File: config.mk
export PLATFORM = sky130hd
export DESIGN_NAME = cacheline_adaptor
export DESIGN_NICKNAME = d
export VERILOG_FILES = /design/src/rtl/cacheline_adaptor_pkg.sv /design/src/rtl/cacheline_adaptor.sv
export SDC_FILE = /design/constraint.sdc
export NUM_CORES = 1
export LEC_CHECK = 0
export CORE_AREA = 2 2 278 280
export DETAILED_ROUTE_END_ITERATION = 6
export DIE_AREA = 0 0 280 282
export PLACE_DENSITY_LB_ADDON = 0.08
export SLEW_MARGIN = 40
export SYNTH_ARGS = -nofsm -noshare
export SYNTH_HDL_FRONTEND = slang
export SYNTH_SLANG_ARGS = --single-unit
File: constraint.sdc
create_clock -name clk -period 5.25 [get_ports clk]
set_clock_uncertainty 0.15 [all_clocks]
set_input_delay 1.3125 -clock clk [delete_from_list [all_inputs] [get_ports clk]]
set_output_delay 1.3125 -clock clk [all_outputs]
set_load 0.03 [all_outputs]
File: src/rtl/cacheline_adaptor_pkg.sv
// Shared constants and state encoding for the cache-line to burst-memory adaptor.
package pkg_cache;
    localparam int CACHE_LINE_W = 256;
    localparam int BURST_W      = 64;
    localparam int BURST_BEATS  = CACHE_LINE_W / BURST_W;

    typedef enum logic [1:0] {
        A_IDLE,
        A_RD_BURST,
        A_WR_BURST,
        A_DONE
    } adaptor_state_t;
endpackage

File: src/rtl/cacheline_adaptor.sv
// Converts one whole-line cache request into a 4-beat burst on the memory side,
// assembling read beats into a line and serialising write-back lines beat by beat.
module cacheline_adaptor
    import pkg_cache::*;
#(
    parameter int LINE_W  = CACHE_LINE_W,
    parameter int BURST_W = pkg_cache::BURST_W,
    parameter int ADDR_W  = 32
) (
    input  logic                 clk,
    input  logic                 rst_n,
    input  logic [ADDR_W-1:0]    address_i,
    input  logic                 read_i,
    input  logic                 write_i,
    input  logic [LINE_W-1:0]    line_i,
    output logic [LINE_W-1:0]    line_o,
    output logic                 resp_o,
    output logic [ADDR_W-1:0]    address_o,
    output logic                 read_o,
    output logic                 write_o,
    output logic [BURST_W-1:0]   burst_o,
    input  logic [BURST_W-1:0]   burst_i,
    input  logic                 resp_i
);

    localparam int BEATS = LINE_W / BURST_W;
    localparam int CNT_W = $clog2(BEATS);
    localparam int OFF_W = $clog2(LINE_W / 8);

    adaptor_state_t      r_state;
    logic [CNT_W-1:0]    r_cnt;
    logic [ADDR_W-1:0]   r_addr;
    logic [LINE_W-1:0]   r_rdLine;
    logic [LINE_W-1:0]   r_wrLine;
    logic                r_read;
    logic                r_write;
    logic                r_resp;
    logic                w_lastBeat;

    assign w_lastBeat = (r_cnt == CNT_W'(BEATS - 1));

    // Write data and read data live in separate line registers so that a
    // write-back never disturbs the last line handed to the cache.
    always_ff @(posedge clk or negedge rst_n) begin
        if (!rst_n) begin
            r_state  <= A_IDLE;
            r_cnt    <= '0;
            r_addr   <= '0;
            r_rdLine <= '0;
            r_wrLine <= '0;
            r_read   <= 1'b0;
            r_write  <= 1'b0;
            r_resp   <= 1'b0;
        end else begin
            case (r_state)
                A_IDLE: begin
                    if (read_i || write_i) begin
                        r_addr <= {address_i[ADDR_W-1:OFF_W], {OFF_W{1'b0}}};
                        r_cnt  <= '0;
                        if (write_i) begin
                            r_wrLine <= line_i;
                            r_write  <= 1'b1;
                            r_state  <= A_WR_BURST;
                        end else begin
                            r_read  <= 1'b1;
                            r_state <= A_RD_BURST;
                        end
                    end
                end
                A_RD_BURST: begin
                    if (resp_i) begin
                        r_rdLine[int'(r_cnt)*BURST_W +: BURST_W] <= burst_i;
                        r_cnt <= r_cnt + 1'b1;
                        if (w_lastBeat) begin
                            r_read  <= 1'b0;
                            r_resp  <= 1'b1;
                            r_state <= A_DONE;
                        end
                    end
                end
                A_WR_BURST: begin
                    if (resp_i) begin
                        r_cnt <= r_cnt + 1'b1;
                        if (w_lastBeat) begin
                            r_write <= 1'b0;
                            r_resp  <= 1'b1;
                            r_state <= A_DONE;
                        end
                    end
                end
                A_DONE: begin
                    r_resp  <= 1'b0;
                    r_state <= A_IDLE;
                end
                default: r_state <= A_IDLE;
            endcase
        end
    end

    assign burst_o   = (r_state == A_WR_BURST) ? r_wrLine[int'(r_cnt)*BURST_W +: BURST_W]
                                                : '0;
    assign line_o    = r_rdLine;
    assign address_o = r_addr;
    assign read_o    = r_read;
    assign write_o   = r_write;
    assign resp_o    = r_resp;

endmodule

==> impl_metrics.toml, run 1 <==
[run_status]
status = "finished, final reports clean"

[grt]
grt_max_degree = 114
antenna_found_initial = 27
grt_use_total_pct = 19.79
grt_overflow = 0
grt_first_pass_wirelength_mm = 116.0
grt_pass1_vias = 16370

[critical_path]
arrival_ns = 3.26
crit_path_start = "r_cnt[0]"
rr_worst_depth = 7
cp_max_fo = 29
end_kind = "primary output"
r2r-end = "line_o[91]"
criticalPathCategory = "register to primary output"
endpoint = "burst_o[29]"
r2r_start = "r_cnt[0]"
worstPathRequired_ns = 3.79
rrSetupSlack_ns = 1.82
start_kind = "register"

[routing]
top_layer_used = "met5"
routed_wirelength_mm = 79.47
first_pass_iters = 5
remaining_drc_errors = 0
detail-route-antenna-nets = 0
met1_length_mm = 31.11
post_drt_via_cell_ratio = 4.898
first_iter_violations = 732
wl_met3_mm = 6.171
route.met2.wl_mm = 39.88
vias = 15260
wl_per_cell_um = 25.51

[final_layout]
drive_gt1_share_pct = 25.04
fill_cells = 6980
syn_to_final_growth_pct = 46.89
nNetsFinal = 2450
final_design_area_no_fill_mm2 = 0.03243
final_cell_count_no_fill = 3115

[floorplanning]
core_area_mm2 = 0.07570
fp-row-count = 101
initial_utilization_pct = 29.17
die_w_um = 280
io_pins = 712
die-height_um = 282
dieArea_mm2 = 0.07896

[clocking]
postCtsHoldBufs = 0
cts_sinks = 546
insertion_delay_ns = 0.59
cts_tree = "built"
post_cts_buffers = 0
h-tree-depth = 3
root_buffer = "clkbuf_16"
cts_buffers = 67
ctsLongestPathBuffers = 3
cts-resized-gates = 0
path_clk_slew_ns = 0.05

[synth]
syn-cell-area_mm2 = 0.02208
synth.yosys.seq_area_share_pct = 61.88
synth-seq-cells = 546
synth_compound_area_share_pct = 10.89
synthArstFlopShare_pct = 100.0
synthDistinctLibCells = 36
synth_ff_type = "dfrtp_1"
synthMuxAreaShare_pct = 21.05
synth_edf_count = 0
yosys_warnings = 0
synth_top_area_share_pct = 61.88
synth_adder_area_share_pct = 0.5666
synth.avg_cell_area_um2 = 15.93
synth_top_family_by_area = "multiplexers"
synth_xor_area_share_pct = 0
synth_simple_gate_area_share_pct = 2.624
synth_area_leaders = "dfrtp_1 (62%), mux2_2 (14%), a22o_1 (8.5%)"
synth_top_cell_by_area = "dfrtp_1"
yosysMostFrequentCell = "dfrtp_1"
synth_cells = 1386
synthTopCellsByCount = "dfrtp_1 (546), mux2_2 (283), a22o_1 (215)"

[power]
p_sw_share_pct = 33.71
p_switching_mw = 6.278
combPwrFrac_pct = 39.9
ir_drop_mv = 0.2732
p_int_mw = 12.35
seqPwrFrac_pct = 35.4
powerDensity_mw_per_mm2 = 574.2
total_power_mw = 18.63
p_leak_nw = 13.68
clkPwrFrac_pct = 24.7

[place]
port_buffers = 701
hpwl_mm = 56.06
gp_congestion = 0.7877
dpl_cell_area_mm2 = 0.03023
placedCellCount = 2992

[sta]
timing_hold_violations_final = 0
slew_headroom_pct = 51.27
timing.fmax_mhz = 211.8
slew_viol_final = 0
fin_tns_setup_ns = 0
setup_violations = 0
tightest_slew_ns = 0.7294
rsz0062_at_grt = "false"
finalCritPeriodShare_pct = 89.95
finalCriticalPeriod_ns = 4.722

[flow_run]
cap_violations = 0

[hold_path]
hold_path.class = "register to register"
-- power groups by stage --
stage | sequential, mW | clock [mW] | combinational [mW]
4_1_cts | 6.60 | 4.77 | 7.57
2_1_floorplan | 7.38 | 0 | 3.77
3_3_place_gp | 6.61 | 0 | 7.47
5_1_grt | 6.79 | 4.94 | 7.89
3_5_place_dp | 6.67 | 0 | 7.53
6_report | 6.59 | 4.61 | 7.43
-- critical path, cell delays in order, from the launching register on --
cell,delay [ns]
dfrtp_4,0.82
buf_4,0.44
mux4_2,0.58
and2_1,0.18
clkdlybuf4s50_1,0.60
-- layout by cell type (no fill, tap or decap), drive strengths merged, types with 8 or more instances in the layout --
cell type,Yosys,layout
mux2,283,283
ha,10,10
mux4,64,64
a22o,254,254
diode,0,8
clkbuf,37,100
buf,75,36
and2,64,64
clkdlybuf4s50,0,700
dfrtp,546,546
inv,7,10
-- how the worst min path moves through the flow --
stage	startpoint	to	depth (start not counted)
3_3_place_gp	line_o[244]	line_o[244]	1
4_1_cts	line_o[244]	line_o[244]	1
6_report	line_o[244]	line_o[244]	1
5_1_grt	r_wrLine[148]	r_wrLine[148]	1
2_1_floorplan	r_wrLine[128]	r_wrLine[128]	1
3_5_place_dp	line_o[244]	line_o[244]	1
-- state kept, by name, summed over array words and instances, names as in the netlist --
signal / cells
line_o: 256
address_o: 27
read_o: 1
resp_o: 1
r_wrLine: 256
r_state: 2
r_cnt: 2
write_o: 1
-- cells by family after synthesis --
| family | count (synthesis) |
|---|---|
| simple gates | 89 |
| compound gates | 272 |
| buf+inv | 119 |
| flops | 546 |
| mux | 349 |
| fa+ha+maj | 10 |
| other cells | 1 |
-- area by class of cell --
cell class	count	area [um^2]	area share (%)
Multi-Input combinational cell	725	7873	24.27
Tap cell	978	1224	3.773
Inverter	7	26.28	0.08101
Sequential cell	546	13670	42.15
Timing Repair Buffer	736	7455	22.98
Clock buffer	100	1953	6.022
Antenna cell	8	20.02	0.06172
Clock inverter	15	214.0	0.6596
-- layer usage --
layer | vias to the layer above | GRT usage [%]
met1 | 7965 | 23.56
li1 | 6599 | -
met2 | 507 | 33.64
met5 | - | 0
met4 | 38 | 5.978
met3 | 148 | 6.894
-- through the flow --
stage          utilization, %  hold slack, ns  setup WS [ns]
6_report                42.85          0.3390         0.5277
4_1_cts                 42.80          0.3423         0.3951
3_3_place_gp            39.93          0.3286          1.049
3_5_place_dp            39.94          0.3300          1.065
5_1_grt                 42.85          0.3558         0.2964
2_1_floorplan               -          0.3239          2.131
(Power assumes the default switching activity.)
==> run 2: changes to the inputs <==
PLACE_DENSITY_LB_ADDON = unset   (was 0.08)
==> run 2 against run 1 <==
  * Non-clock buffer count rose by 7
  * Wire length decreased by 8.9%
  * Maximum frequency increased by 2.7%
  * Cell count about the same
  * Register-to-register slack better by 0.19 ns
  * Via count shrank 0.12%
  * Sequential share of layout area rose by 0.10 points
  * Total power is 1.9% lower
  * Worst setup slack improved by 0.12 ns
  * Utilization fell by 0.10 points
  * Flip-flop and latch count unchanged
  * Largest power group unchanged
==> impl_metrics.toml, run 2 (synthesis gave the netlist of run 1 again) <==
[floorplanning]
fp-row-count = 101
initial_utilization_pct = 29.17
dieArea_mm2 = 0.07896
io_pins = 712
core_area_mm2 = 0.07570
die-height_um = 282
die_w_um = 280

[routing]
wl_per_cell_um = 23.22
first_pass_iters = 7
first_iter_violations = 724
remaining_drc_errors = 0
routed_wirelength_mm = 72.40
detail-route-antenna-nets = 0
post_drt_via_cell_ratio = 4.887
vias = 15240

[grt]
antenna_found_initial = 16
met1_usage_pct = 20.53
grt_overflow = 0
busiest_layer = "met2"
use_met2_pct = 30.55
grt_use_total_pct = 17.83
met3_usage_pct = 6.944
grt_pass1_vias = 16300
grt_max_degree = 91
grt_first_pass_wirelength_mm = 106.8

[critical_path]
r2r_start = "r_cnt[0]"
cp_max_fo = 28
criticalPathCategory = "register to primary output"
rr_worst_depth = 6
end_kind = "primary output"
start_kind = "register"
r2r-end = "line_o[172]"
arrival_ns = 3.14
rrSetupSlack_ns = 2.01
worstPathRequired_ns = 3.79
crit_path_start = "r_cnt[0]"

[clocking]
cts-resized-gates = 0
path_clk_slew_ns = 0.06
postCtsHoldBufs = 0
cts_sinks = 546
cts_tree = "built"
insertion_delay_ns = 0.59
root_buffer = "clkbuf_16"
ctsLongestPathBuffers = 3
cts_buffers = 58
h-tree-depth = 2
post_cts_buffers = 0

[hold_path]
hp-start = "line_o[244]"
holdPathStages = 1
holdPathEnd = "line_o[244]"
hold_path.class = "register to register"

[sta]
slew_headroom_pct = 47.89
post-route-worst-setup-slack_ns = 0.6515
rsz0062_at_grt = "false"
finalCriticalPeriod_ns = 4.598
hold-worst-slack_ns = 0.3469
slew_viol_final = 0
fin_tns_setup_ns = 0
setup_violations = 0
finalCritPeriodShare_pct = 87.59
timing.fmax_mhz = 217.5
tightest_slew_ns = 0.7759
timing_hold_violations_final = 0

[final_layout]
multi_input_area_mm2 = 0.007840
nNetsFinal = 2448
syn_to_final_growth_pct = 46.53
layout_common_cells = "clkdlybuf4s50_1 (700), dfrtp_1 (544), mux2_2 (283)"
fill_cells = 6819
final_common_cell = "clkdlybuf4s50_1"
drive_gt1_share_pct = 25.40
seq_area_mm2 = 0.01367

[place]
port_buffers = 701
gp_congestion = 0.8112
pre_cts_ws_ns = 1.195
hpwl_mm = 52.36

[flow_run]
cap_violations = 0

[power]
powerDensity_mw_per_mm2 = 564.8
ir_drop_mv = 0.3912
p_leak_nw = 13.67

[run_status]
status = "finished, final reports clean"
run 2: report_power, final:
part | internal, mW | switching, mW
sequential | 5.76 | 0.906
clock | 2.54 | 1.73
combinational | 3.84 | 3.50
total | 12.1 | 6.14
run 2: critical path: stages (launching register included):
cell	delay, ns
dfrtp_4	0.83
buf_4	0.33
mux4_2	0.51
and2_1	0.21
clkdlybuf4s50_1	0.61
run 2: area by class of cell:
type / instances / area share [%]
Multi-Input combinational cell: 725 / 24.23
Tap cell: 978 / 3.782
Clock buffer: 89 / 5.402
Sequential cell: 546 / 42.25
Timing Repair Buffer: 743 / 23.38
Clock inverter: 20 / 0.8005
Antenna cell: 10 / 0.07734
Inverter: 7 / 0.08121
run 2: how the worst max path moves through the flow:
stage | endpoint | cells after the start
after floorplan | burst_o[36] | 5
after global routing | burst_o[59] | 4
after CTS | burst_o[59] | 4
after detailed placement | burst_o[59] | 4
after global placement | burst_o[59] | 4
final | burst_o[59] | 4
run 2: per-stage QoR:
| step | area [um^2] | utilization [%] | instances | power, mW |
|---|---|---|---|---|
| floorplan | 22100 | - | 1390 | 11.15 |
| detailed placement | 30290 | 40.01 | 2997 | 14.16 |
| CTS | 32290 | 42.66 | 3106 | 18.51 |
| finish | 32360 | 42.74 | 3118 | 18.27 |
| global placement | 30250 | 39.96 | 2996 | 13.96 |
| global route | 32340 | 42.73 | 3113 | 19.19 |
run 2: routing by layer:
metal  vias up  wire [um]
met1      7892      27460
met5         -        100
met4        16       1943
li1       6615          -
met2       588      36060
met3       128       6836
